[config.mk]
export PLATFORM = sky130hd
export DESIGN_NAME = div_unit_flat
export DESIGN_NICKNAME = d
export VERILOG_FILES = /design/src/rtl/div_unit_pkg.sv /design/src/rtl/div_unit_if.sv /design/src/rtl/div_unit_step.sv /design/src/rtl/div_unit.sv /design/src/flat_wrapper.sv
export SDC_FILE = /design/constraint.sdc
export NUM_CORES = 1
export LEC_CHECK = 0
export BUFFER_PORTS_ARGS = -buffer_cell sky130_fd_sc_hd__buf_2
export CORE_AREA = 2 2 143 145
export CTS_BUF_LIST = sky130_fd_sc_hd__clkbuf_8
export CTS_CLUSTER_DIAMETER = 30
export DETAILED_ROUTE_END_ITERATION = 10
export DIE_AREA = 0 0 145 147
export GPL_TIMING_DRIVEN = 0
export PLACE_DENSITY = 0.81
export REMOVE_ABC_BUFFERS = 1
export SETUP_SLACK_MARGIN = 0.5
export SLEW_MARGIN = 20
export SYNTH_ARGS = -nofsm -noshare
export SYNTH_HDL_FRONTEND = slang
export SYNTH_HIERARCHICAL = 1
export SYNTH_SLANG_ARGS = --single-unit
[constraint.sdc]
create_clock -name clk -period 6.2 [get_ports clk]
set_clock_uncertainty 0.1 [all_clocks]
set_input_delay 0.93 -clock clk [delete_from_list [all_inputs] [get_ports clk]]
set_output_delay 0.93 -clock clk [all_outputs]
set_load 0.03 [all_outputs]
[src/rtl/div_unit_pkg.sv]
// Shared definitions for the execute-stage divider: FSM encodings, default width,
// DIV/DIVU alucontrol codes and the sign fix-up record.
package div_unit_pkg;

  localparam int DIV_WIDTH = 32;

  localparam logic [1:0] DIV_IDLE = 2'd0;
  localparam logic [1:0] DIV_BUSY = 2'd1;
  localparam logic [1:0] DIV_DONE = 2'd2;

  // alucontrol values the E-stage decode turns into start/signed_op
  localparam logic [3:0] ALU_DIV  = 4'b1100;
  localparam logic [3:0] ALU_DIVU = 4'b1101;

  typedef struct packed {
    logic neg_quo;
    logic neg_rem;
  } div_sign_t;

  function automatic logic is_div_op(input logic [3:0] alucontrol);
    return (alucontrol == ALU_DIV) || (alucontrol == ALU_DIVU);
  endfunction

endpackage

[src/rtl/div_unit_if.sv]
// Pipeline <-> divider handshake: operands and controls in, stall/ready/results out.
interface div_unit_if #(
  parameter int WIDTH = 32
);
  logic             start;
  logic             signed_op;
  logic             annul;
  logic [WIDTH-1:0] a;
  logic [WIDTH-1:0] b;
  logic             stall_div;
  logic             ready;
  logic [WIDTH-1:0] lo;
  logic [WIDTH-1:0] hi;

  modport master (
    output start, signed_op, annul, a, b,
    input  stall_div, ready, lo, hi
  );

  modport slave (
    input  start, signed_op, annul, a, b,
    output stall_div, ready, lo, hi
  );
endinterface

[src/rtl/div_unit_step.sv]
// One restoring-division iteration: shift the next dividend bit into the partial
// remainder and subtract the divisor when it fits.
module div_unit_step #(
  parameter int WIDTH = 32
) (
  input  logic [WIDTH-1:0] rem_i,
  input  logic [WIDTH-1:0] quo_i,
  input  logic [WIDTH-1:0] div_i,
  output logic [WIDTH-1:0] rem_o,
  output logic [WIDTH-1:0] quo_o
);
  logic [WIDTH:0] shifted;
  logic [WIDTH:0] diff;
  logic           quo_bit;

  assign shifted = {rem_i, quo_i[WIDTH-1]};
  assign diff    = shifted - {1'b0, div_i};
  assign quo_bit = ~diff[WIDTH];

  // quo_i doubles as the dividend shift register; the new quotient bit enters at the LSB
  assign rem_o = quo_bit ? diff[WIDTH-1:0] : shifted[WIDTH-1:0];
  assign quo_o = {quo_i[WIDTH-2:0], quo_bit};
endmodule

[src/rtl/div_unit.sv]
// Multi-cycle restoring divider (DIV/DIVU) with HI/LO results and a pipeline stall request.
// Optional macro DIV_ZERO_FAST_EN: divide-by-zero finishes in one cycle with lo=all-ones, hi=a.
module div_unit
  import div_unit_pkg::*;
#(
  parameter int WIDTH = DIV_WIDTH
) (
  input logic       clk,
  input logic       rst,
  div_unit_if.slave bus
);
  localparam int CW = $clog2(WIDTH);
  localparam logic [CW-1:0] LAST = CW'(WIDTH - 1);

  logic [1:0]       state_q, state_d;
  logic [CW-1:0]    count_q, count_d;
  logic [WIDTH-1:0] rem_q, rem_d;
  logic [WIDTH-1:0] quo_q, quo_d;
  logic [WIDTH-1:0] dvs_q, dvs_d;
  logic [WIDTH-1:0] lo_q, lo_d;
  logic [WIDTH-1:0] hi_q, hi_d;
  div_sign_t        sign_q, sign_d;

  logic [WIDTH-1:0] step_rem;
  logic [WIDTH-1:0] step_quo;
  logic             accept;

  div_unit_step #(.WIDTH(WIDTH)) u_step (
    .rem_i (rem_q),
    .quo_i (quo_q),
    .div_i (dvs_q),
    .rem_o (step_rem),
    .quo_o (step_quo)
  );

  assign accept        = bus.start & ~bus.annul;
  assign bus.stall_div = accept & (state_q != DIV_DONE);
  assign bus.ready     = (state_q == DIV_DONE);
  assign bus.lo        = lo_q;
  assign bus.hi        = hi_q;

  always_comb begin
    state_d = state_q;
    count_d = count_q;
    rem_d   = rem_q;
    quo_d   = quo_q;
    dvs_d   = dvs_q;
    lo_d    = lo_q;
    hi_d    = hi_q;
    sign_d  = sign_q;

    case (state_q)
      DIV_IDLE: begin
        if (accept) begin
          state_d        = DIV_BUSY;
          count_d        = '0;
          rem_d          = '0;
          quo_d          = (bus.signed_op & bus.a[WIDTH-1]) ? -bus.a : bus.a;
          dvs_d          = (bus.signed_op & bus.b[WIDTH-1]) ? -bus.b : bus.b;
          sign_d.neg_quo = bus.signed_op & (bus.a[WIDTH-1] ^ bus.b[WIDTH-1]);
          sign_d.neg_rem = bus.signed_op & bus.a[WIDTH-1];
`ifdef DIV_ZERO_FAST_EN
          if (bus.b == '0) begin
            state_d = DIV_DONE;
            lo_d    = '1;
            hi_d    = bus.a;
          end
`endif
        end
      end
      DIV_BUSY: begin
        rem_d   = step_rem;
        quo_d   = step_quo;
        count_d = count_q + 1'b1;
        // Final step: results and sign fix-up are captured on the way into DONE
        if (count_q == LAST) begin
          state_d = DIV_DONE;
          lo_d    = sign_q.neg_quo ? -step_quo : step_quo;
          hi_d    = sign_q.neg_rem ? -step_rem : step_rem;
        end
      end
      DIV_DONE: state_d = DIV_IDLE;
      default:  state_d = DIV_IDLE;
    endcase

    if (bus.annul) begin
      state_d = DIV_IDLE;
      lo_d    = lo_q;
      hi_d    = hi_q;
    end
  end

  always_ff @(posedge clk) begin
    if (!rst) begin
      state_q <= DIV_IDLE;
      count_q <= '0;
      rem_q   <= '0;
      quo_q   <= '0;
      dvs_q   <= '0;
      lo_q    <= '0;
      hi_q    <= '0;
      sign_q  <= '0;
    end else begin
      state_q <= state_d;
      count_q <= count_d;
      rem_q   <= rem_d;
      quo_q   <= quo_d;
      dvs_q   <= dvs_d;
      lo_q    <= lo_d;
      hi_q    <= hi_d;
      sign_q  <= sign_d;
    end
  end
endmodule
[src/flat_wrapper.sv]
// flat-port wrapper written by rule: the top's interface ports become plain ports
module div_unit_flat import div_unit_pkg::*;
#(
  parameter int WIDTH = DIV_WIDTH
)
  (clk, rst, bus_start, bus_signed_op, bus_annul, bus_a, bus_b, bus_stall_div, bus_ready, bus_lo, bus_hi);
  div_unit_if #(.WIDTH(WIDTH)) bus_i ();
  input logic clk;
  input logic rst;
  input wire logic [$bits(bus_i.start)-1:0] bus_start;
  input wire logic [$bits(bus_i.signed_op)-1:0] bus_signed_op;
  input wire logic [$bits(bus_i.annul)-1:0] bus_annul;
  input wire logic [$bits(bus_i.a)-1:0] bus_a;
  input wire logic [$bits(bus_i.b)-1:0] bus_b;
  output wire logic [$bits(bus_i.stall_div)-1:0] bus_stall_div;
  output wire logic [$bits(bus_i.ready)-1:0] bus_ready;
  output wire logic [$bits(bus_i.lo)-1:0] bus_lo;
  output wire logic [$bits(bus_i.hi)-1:0] bus_hi;
  assign bus_i.start = bus_start;
  assign bus_i.signed_op = bus_signed_op;
  assign bus_i.annul = bus_annul;
  assign bus_i.a = bus_a;
  assign bus_i.b = bus_b;
  assign bus_stall_div = bus_i.stall_div;
  assign bus_ready = bus_i.ready;
  assign bus_lo = bus_i.lo;
  assign bus_hi = bus_i.hi;
  div_unit #(.WIDTH(WIDTH)) u_core (.clk(clk), .rst(rst), .bus(bus_i));
endmodule
==> results of run 1 <==
[registers in the layout, indices dropped and copies added, names as in the netlist]
signal	cells
u_core/sign_q	2
u_core/bus.hi	32
u_core/quo_q	32
u_core/dvs_q	32
u_core/rem_q	32
u_core/state_q	2
u_core/count_q	5
u_core/bus.lo	32
[repair_timing]
action,4_1_cts,5_1_grt
gates resized for setup,2,12
cloned,0,2
pin swaps,1,3
setup buffers,1,6
setup endpoints to repair,15,15
hold buffers,0,0
[worst reg2reg max path, cell delays in order (launching register included)]
cell	delay [ps]
dfxtp_2	390
inv_1	60
ha_1	210
fa_1	400
and2b_1	260
o2111ai_2	150
a21oi_2	230
o2111ai_2	190
a211oi_2	350
nor2_4	110
mux2i_4	220
and2_4	300
clkinv_16	130
mux2_2	320
or4_4	590
or4_4	560
buf_4	160
o41ai_1	460
xor2_1	220
a21oi_1	90
[layer usage]
layer / track usage [%] / wire, um / vias to the layer above
li1: - / - / 5512
met3: 4.503 / 2836 / 38
met1: 42.77 / 14850 / 5314
met5: 0 / 0 / -
met2: 42.93 / 13710 / 555
met4: 7.475 / 487 / 0
[stage by stage]
stage / util (%) / instance area [um2] / power (uW) / instances
after floorplan: - / 10970 / 1572 / 1346
after global placement: 60.37 / 11980 / 1725 / 1750
after detailed placement: 61.74 / 12250 / 1741 / 1771
after CTS: 63.81 / 12660 / 2540 / 1803
after global routing: 64.41 / 12780 / 2680 / 1811
final: 64.41 / 12780 / 2567 / 1811
[power by group through the flow]
| stage | combinational [uW] | clock [uW] | sequential (uW) |
|---|---|---|---|
| after floorplan | 411 | 0 | 1160 |
| after global placement | 554 | 0 | 1170 |
| after detailed placement | 568 | 0 | 1170 |
| after CTS | 575 | 817 | 1150 |
| after global routing | 667 | 860 | 1150 |
| final | 611 | 806 | 1150 |
[cells by family after synthesis]
kind of cell    share of synthesized area (%)
flops                                   29.00
simple gates                            21.70
xor+xnor                                8.109
buf+inv                                 7.616
compound gates                          24.14
fa+ha+maj                               4.248
mux                                     5.181
[path summary, 6_finish.rpt]
kind	from	to	cells after the start
hold reg to reg	u_core/bus.hi[5]$_SDFFE_PN0P_	u_core/bus.hi[5]$_SDFFE_PN0P_	2
hold / removal	u_core/bus.hi[5]$_SDFFE_PN0P_	u_core/bus.hi[5]$_SDFFE_PN0P_	2
setup / recovery	u_core/quo_q[31]$_SDFFE_PN0P_	u_core/bus.hi[20]$_SDFFE_PN0P_	19
setup reg to reg	u_core/quo_q[31]$_SDFFE_PN0P_	u_core/bus.hi[20]$_SDFFE_PN0P_	19
[placed cells by master (no fill, tap or decap), types with 14 or more instances in the layout]
cell type	synthesis	final
o31ai_1	22	21
nand2_1	114	114
a31oi_1	24	24
nand4_1	15	15
mux2_4	19	19
mux2i_1	24	24
a21o_1	17	17
dfxtp_1	169	167
buf_4	35	14
nor3_1	31	31
a21oi_1	148	148
a211oi_1	29	29
nor2_1	87	86
xnor2_1	42	42
nand3_1	69	69
ha_1	38	38
buf_2	2	141
or4_1	19	16
a22oi_1	16	16
o21ai_0	78	75
o22ai_1	34	34
and3_1	26	26
nor4_1	36	34
inv_1	49	48
xor2_1	66	66
nor3b_1	15	14
clkbuf_8	0	17
[area by class of cell]
type | count | area (um2) | share of cell area (%)
timing repair buffer | 162 | 954.7 | 7.469
clock inverter | 14 | 161.4 | 1.263
timing repair inverter | 1 | 11.26 | 0.08810
sequential | 169 | 3386 | 26.49
tap | 270 | 337.8 | 2.643
clock buffer | 17 | 234.0 | 1.830
multi-input combinational | 1128 | 7478 | 58.51
inverter | 50 | 219.0 | 1.713
==> metrics.yaml, run 1 <==
drt_iter0_markers: 1129
grt_pass1_vias: 10050
finalSetupViolCount: 0
dp_slack_ps: 153.0
worst_hold_slack_ps: 354.2
worstPathRequired_ps: 6450
p_comb_share_pct: 23.8
max-vdd-ir-drop_v: 0.0001605
worstPathCellList: "inv_1 -> ha_1 -> fa_1 -> and2b_1 -> o2111ai_2 -> a21oi_2 -> o2111ai_2 -> a211oi_2 -> nor2_4 -> mux2i_4 -> and2_4 -> clkinv_16 -> mux2_2 -> or4_4 -> or4_4 -> buf_4 -> o41ai_1 -> xor2_1 -> a21oi_1"
synth_area_leaders: "dfxtp_1 (29%), a21oi_1 (6.3%), xor2_1 (5.0%), ha_1 (4.1%), nand2_1 (3.7%)"
clkPwrFrac_pct: 31.4
fin_ws_ps: 617.4
num_vias: 11420
cp_slowest_stage_delay_ps: 590
clk_pin_slew_ps: 100
syn_to_final_growth_pct: 9.579
status: "complete, no violations"
power_density_mw_per_mm2: 200.8
syn-cell-area_mm2: 0.01166
htreeDepth: 4
grtUsageTotal_pct: 28.63
drive_gt1_share_pct: 17.46
nNetsFinal: 1637
die-area_mm2: 0.02132
slew_viol_final: 0
syn_inst: 1474
ys_warn_count: 6
critical_path_buf_inv_count: 3
synth_flop_cell: "dfxtp_1"
cts-root-buf: "clkbuf_8"
clkLatencyLatePin_ps: 470
reg2reg_slack_ps: 620
cp_max_fo: 14
drv_cap: 0
slew_headroom_pct: 37.89
endpoint_kind: "flip-flop"
fp.dieH_um: 147
p_sw_share_pct: 32.76
hold_path_class: "reg -> reg"
async_flop_share_pct: 0
synth_most_common_cell: "dfxtp_1"
antenna_found_initial: 0
worst_slew_pin_slew_ps: 923.2
clk_path_buf_depth: 2
fmax_mhz: 179.1
cts_inserted_buffers: 17
ant_nets: 0
die_x_um: 145
cts_tree: "built"
power.switching_uw: 840.7
seq_power_share_pct: 44.8
critPathKind: "reg -> reg"
crit_family: "simple AND/OR/NAND/NOR gates"
start_util_pct: 58.78
setup-tns-final_ps: 0
drc: 0
ys_seq_area_share_pct: 29.00
power.internal_uw: 1726
portBuffers: 134
core_mm2: 0.01984
worstPathArrival_ps: 5840
grt.overflow.total: 0
dp_hpwl_um: 22340
gp_congestion: 0.9324
hold_viol_final: 0
synth_top_cells_by_count: "dfxtp_1 (169), a21oi_1 (148), nand2_1 (114), nor2_1 (87), o21ai_0 (78)"
critPathLaunchType: "flip-flop"
p_leak_uw: 0.005062
cts_sinks: 169
viasPerCell: 6.305
synth_edf_count: 0
synth-seq-cells: 169
rsz0062_at_grt: "false"
final.period_utilization_pct: 90.04
crit_slowest_cell: "or4_4"
synthDistinctLibCells: 88
row_count: 52
io_pins: 135
grt_pass1_wl_um: 51040
wl_um: 31880
syn_avg_cell_area_um2: 7.914
finalCriticalPeriod_ps: 5583
yosys.area.top_type: "dfxtp_1"
n_fill_cell: 1715
diodes: 0
grt_max_degree: 92
yosysTopAreaCellShare_pct: 29.00
avgRoutedWirePerCell_um: 17.61
first_pass_iters: 5
Power figures use the tool's default switching activity.
==> run 2, diff against run 1 <==
Settings changed: CORE_AREA 2 2 143 145 to 2 2 142 144, DIE_AREA 0 0 145 147 to 0 0 144 146, SYNTH_HIERARCHICAL 1 to default.
==> run 2 against run 1 <==
Compared with the run above:
- setup slack gained 99 ps
- global-route usage grew 2.2 points
- combinational power shrank 9.0%
- sequential power is essentially flat
- largest cell class unchanged
- critical endpoint is now u_core.bus.hi[28]$_SDFFE_PN0P_
- cell count grew 5.4%
- non-clock buffer count grew 6
- critical path type unchanged
- core utilization grew 2.9 points
- register-to-register slack gained 99 ps
- maximum frequency grew 1.8%
- worst hold slack lost 1.6 ps
==> metrics.yaml, run 2 <==
rsz0062_at_grt: "true"  # was false
synth-simple-area-share_pct: 22.40  # was 21.70%
worst_slew_pin_slew_ps: 1105  # was 923.2 ps
synth_top_family_by_area: "compound AO/OA/AOI/OAI gates"  # unchanged
timing.rr.end: "u_core.bus.hi[28]$_SDFFE_PN0P_"  # was u_core/bus.hi[20]$_SDFFE_PN0P_
hold-path-endpoint: "u_core.bus.hi[13]$_SDFFE_PN0P_"  # was u_core/bus.hi[5]$_SDFFE_PN0P_
worst_hold_slack_ps: 352.7  # was 354.2 ps
cts_inserted_buffers: 17  # unchanged
avgRoutedWirePerCell_um: 17.34  # was 17.61 um
worstPathRequired_ps: 6460  # was 6450 ps
worstPathCellList: "inv_1 -> ha_1 -> fa_1 -> nand2b_1 -> a21o_1 -> a21o_1 -> o41ai_4 -> buf_4 -> a311oi_4 -> nor2_8 -> clkinv_8 -> nand2_1 -> o21ai_0 -> inv_1 -> ha_2 -> nand3_1 -> nor3_2 -> nand2_1 -> nor3_2 -> a2bb2oi_2 -> a211o_1 -> o41ai_2 -> xnor2_1 -> a21oi_1"  # was inv_1 -> ha_1 -> fa_1 -> and2b_1 -> o2111ai_2 -> a21oi_2 -> o2111ai_2 -> a211oi_2 -> nor2_4 -> mux2i_4 -> and2_4 -> clkinv_16 -> mux2_2 -> or4_4 -> or4_4 -> buf_4 -> o41ai_1 -> xor2_1 -> a21oi_1
whs_path_depth: 2  # unchanged
first_pass_iters: 6  # was 5
p_sw_share_pct: 35.17  # was 32.76%
ff2ff_path_depth: 24  # was 19
power_density_mw_per_mm2: 192.4  # was 200.8 mW/mm2
synth_area_leaders: "dfxtp_1 (29%), nor2_1 (6.8%), a21oi_1 (5.9%), xnor2_1 (5.3%), nand2_1 (5.1%)"  # was dfxtp_1 (29%), a21oi_1 (6.3%), xor2_1 (5.0%), ha_1 (4.1%), nand2_1 (3.7%)
ant_nets: 0  # unchanged
r2r_start: "u_core.quo_q[31]$_SDFFE_PN0P_"  # was u_core/quo_q[31]$_SDFFE_PN0P_
grt_pass1_wl_um: 52820  # was 51040 um
grt_max_degree: 89  # was 92
critical_path_buf_inv_count: 4  # was 3
htreeDepth: 4  # unchanged
p_comb_share_pct: 22.2  # was 23.8%
synth_most_common_cell: "nor2_1"  # was dfxtp_1
setup-tns-final_ps: 0  # unchanged
grt.overflow.total: 0  # unchanged
nNetsFinal: 1737  # was 1637
place_inst: 1855  # was 1771
crit_slowest_cell: "fa_1"  # was or4_4
die-area_mm2: 0.02102  # was 0.02132 mm2
async_flop_share_pct: 0  # unchanged
start_util_pct: 59.51  # was 58.78%
power.switching_uw: 881.2  # was 840.7 uW
wl_um: 33080  # was 31880 um
cts_tree: "built"  # unchanged
final_common_cell: "nor2_1"  # was dfxtp_1
grt_use_met2_pct: 50.17  # was 42.93%
row_count: 51  # was 52
synth_top_cells_by_count: "nor2_1 (208), dfxtp_1 (169), nand2_1 (156), a21oi_1 (135), clkbuf_1 (74)"  # was dfxtp_1 (169), a21oi_1 (148), nand2_1 (114), nor2_1 (87), o21ai_0 (78)
critPathKind: "reg -> reg"  # unchanged
ys_seq_area_share_pct: 29.40  # was 29.00%
num_vias: 11770  # was 11420
synth_flop_cell: "dfxtp_1"  # unchanged
clk_path_buf_depth: 2  # unchanged
clkPwrFrac_pct: 32.2  # was 31.4%
grtUsageTotal_pct: 30.87  # was 28.63%
dp_hpwl_um: 23560  # was 22340 um
core_mm2: 0.01933  # was 0.01984 mm2
io_pins: 135  # unchanged
clkLatencyLatePin_ps: 490  # was 470 ps
cp_max_fo: 20  # was 14
power.internal_uw: 1624  # was 1726 uW
p_leak_uw: 0.005066  # was 0.005062 uW
grt_pass1_vias: 10610  # was 10050
finalNonFillerCells: 1908  # was 1811
die_x_um: 144  # was 145 um
drive_gt1_share_pct: 14.92  # was 17.46%
syn_avg_cell_area_um2: 7.540  # was 7.914 um2
gp_congestion: 0.9198  # was 0.9324
final_cell_mix: "nor2_1 (207), dfxtp_1 (168), nand2_1 (156)"  # was dfxtp_1 (167), a21oi_1 (148), buf_2 (141)
endpoint_kind: "flip-flop"  # unchanged
cts_hold_buffers: 0  # unchanged
synth_edf_count: 0  # unchanged
grt.met1_usage_pct: 41.17  # was 42.77%
portBuffers: 134  # unchanged
worstPathArrival_ps: 5740  # was 5840 ps
grt_most_used_layer: "met2"  # unchanged
drv_cap: 0  # unchanged
syn_inst: 1526  # was 1474
syn_to_final_growth_pct: 13.17  # was 9.579%
fp.dieH_um: 146  # was 147 um
yosysTopAreaCellShare_pct: 29.40  # was 29.00%
viasPerCell: 6.169  # was 6.305
hp-start: "u_core.bus.hi[13]$_SDFFE_PN0P_"  # was u_core/bus.hi[5]$_SDFFE_PN0P_
syn-cell-area_mm2: 0.01151  # was 0.01166 mm2
ys_warn_count: 0  # was 6
cp_slowest_stage_delay_ps: 400  # was 590 ps
synth_xor_area_share_pct: 9.515  # was 8.109%
synthDistinctLibCells: 83  # was 88
synth_compound_area_share_pct: 27.31  # was 24.14%
critPathLaunchType: "flip-flop"  # unchanged
synth_mux_area_share_pct: 2.229  # was 5.181%
status: "complete, no violations"  # unchanged
grtUsageMet3_pct: 6.581  # was 4.503%
drt_iter0_markers: 1119  # was 1129
slew_viol_final: 0  # unchanged
cts_sinks: 169  # unchanged
cts-root-buf: "clkbuf_8"  # unchanged
seq_power_share_pct: 45.6  # was 44.8%
n_fill_cell: 1674  # was 1715
clk_pin_slew_ps: 110  # was 100 ps
max-vdd-ir-drop_v: 0.0001371  # was 0.0001605 V
hold_path_class: "reg -> reg"  # unchanged
final.period_utilization_pct: 88.45  # was 90.04%
drc: 0  # unchanged
antenna_found_initial: 3  # was 0
reg2reg_slack_ps: 720  # was 620 ps
finalSetupViolCount: 0  # unchanged
yosys.area.top_type: "dfxtp_1"  # unchanged
slew_headroom_pct: 24.46  # was 37.89%
yosys.area_share.adder_pct: 4.306  # was 4.248%
fmax_mhz: 182.4  # was 179.1 MHz
synth-seq-cells: 169  # unchanged
crit_family: "compound AO/OA/AOI/OAI gates"  # was simple AND/OR/NAND/NOR gates
hold_viol_final: 0  # unchanged
finalCriticalPeriod_ps: 5484  # was 5583 ps
run 2: cell types whose count changed in the layout (fill, tap and decap cells not counted), sizes merged, moves of 15 or more:
cell,delta
a22oi,+15
o22ai,-34
a211oi,+32
xnor2,+27
nor4,-17
and3,-17
mux2,-19
nand3,-32
nand2,+43
or3,+15
nor2,+124
run 2: worst min-delay path: cells and delay by family, from the launching register on:
family	cells	cell delay (ps)
AO/OA/AOI/OAI	1	50
flip-flops	1	320
AND/OR/NAND/NOR	1	50
run 2: worst max path at each step:
stage | from | end | slack, ps | cells past startpoint
floorplan | u_core.state_q[1]$_SDFFE_PP0P_ | u_core.bus.hi[30]$_SDFFE_PN0P_ | -1800 | 7
global placement | u_core.state_q[1]$_SDFFE_PP0P_ | u_core.bus.hi[30]$_SDFFE_PN0P_ | -6050 | 7
detailed placement | u_core.quo_q[31]$_SDFFE_PN0P_ | u_core.bus.hi[30]$_SDFFE_PN0P_ | -440 | 22
CTS | u_core.quo_q[31]$_SDFFE_PN0P_ | u_core.bus.hi[28]$_SDFFE_PN0P_ | 500 | 23
global route | u_core.quo_q[31]$_SDFFE_PN0P_ | u_core.bus.hi[28]$_SDFFE_PN0P_ | 500 | 24
finish | u_core.quo_q[31]$_SDFFE_PN0P_ | u_core.bus.hi[28]$_SDFFE_PN0P_ | 720 | 24
run 2: through the flow:
step | util, % | setup slack (ps) | power (uW) | cell area, um2
final | 67.35 | 716.1 | 2506 | 13020
after global routing | 67.33 | 497.7 | 2616 | 13020
after CTS | 66.53 | 501.5 | 2494 | 12860
after detailed placement | 64.06 | -439.8 | 1694 | 12390
after global placement | 62.80 | -6046 | 1679 | 12140
after floorplan | - | -1804 | 1534 | 11140
run 2: cell type report:
cell class,instances,area [um2],area share [%]
Sequential cell,169,3385,25.99
Timing Repair Buffer,168,988.4,7.591
Inverter,51,209.0,1.605
Timing Repair inverter,1,8.758,0.06726
Multi-Input combinational cell,1221,7685,59.02
Antenna cell,1,2.502,0.01922
Tap cell,265,331.6,2.546
Clock buffer,17,234.0,1.797
Clock inverter,15,177.7,1.364
run 2: logic make-up (layout without fill, tap and decap cells):
| group | Yosys count | in the layout |
|---|---|---|
| fa+ha+maj | 39 | 39 |
| xor+xnor | 125 | 125 |
| buf+inv | 139 | 252 |
| compound gates | 468 | 468 |
| simple gates | 561 | 564 |
| flops | 169 | 169 |
| other cells | 0 | 1 |
| mux | 25 | 25 |
run 2: what timing repair did:
action / 4_1_cts / 5_1_grt
pin swaps: 4 / 2
cloned: 2 / 2
gates resized for setup: 5 / 8
buffers inserted: 3 / 13
endpoints found under the setup margin: 16 / 8
run 2: power groups by stage:
stage / logic [uW] / clock network [uW] / registers (uW)
3_5_place_dp: 528 / 0 / 1170
6_report: 556 / 807 / 1140
3_3_place_gp: 514 / 0 / 1170
2_1_floorplan: 376 / 0 / 1160
4_1_cts: 537 / 815 / 1140
5_1_grt: 609 / 861 / 1150
run 2: metal layers:
| metal | vias up | part of all wire [%] |
|---|---|---|
| met5 | - | 0.082 |
| met4 | 4 | 1.9 |
| met3 | 59 | 8.0 |
| met2 | 500 | 47 |
| met1 | 5459 | 43 |
| li1 | 5748 | - |
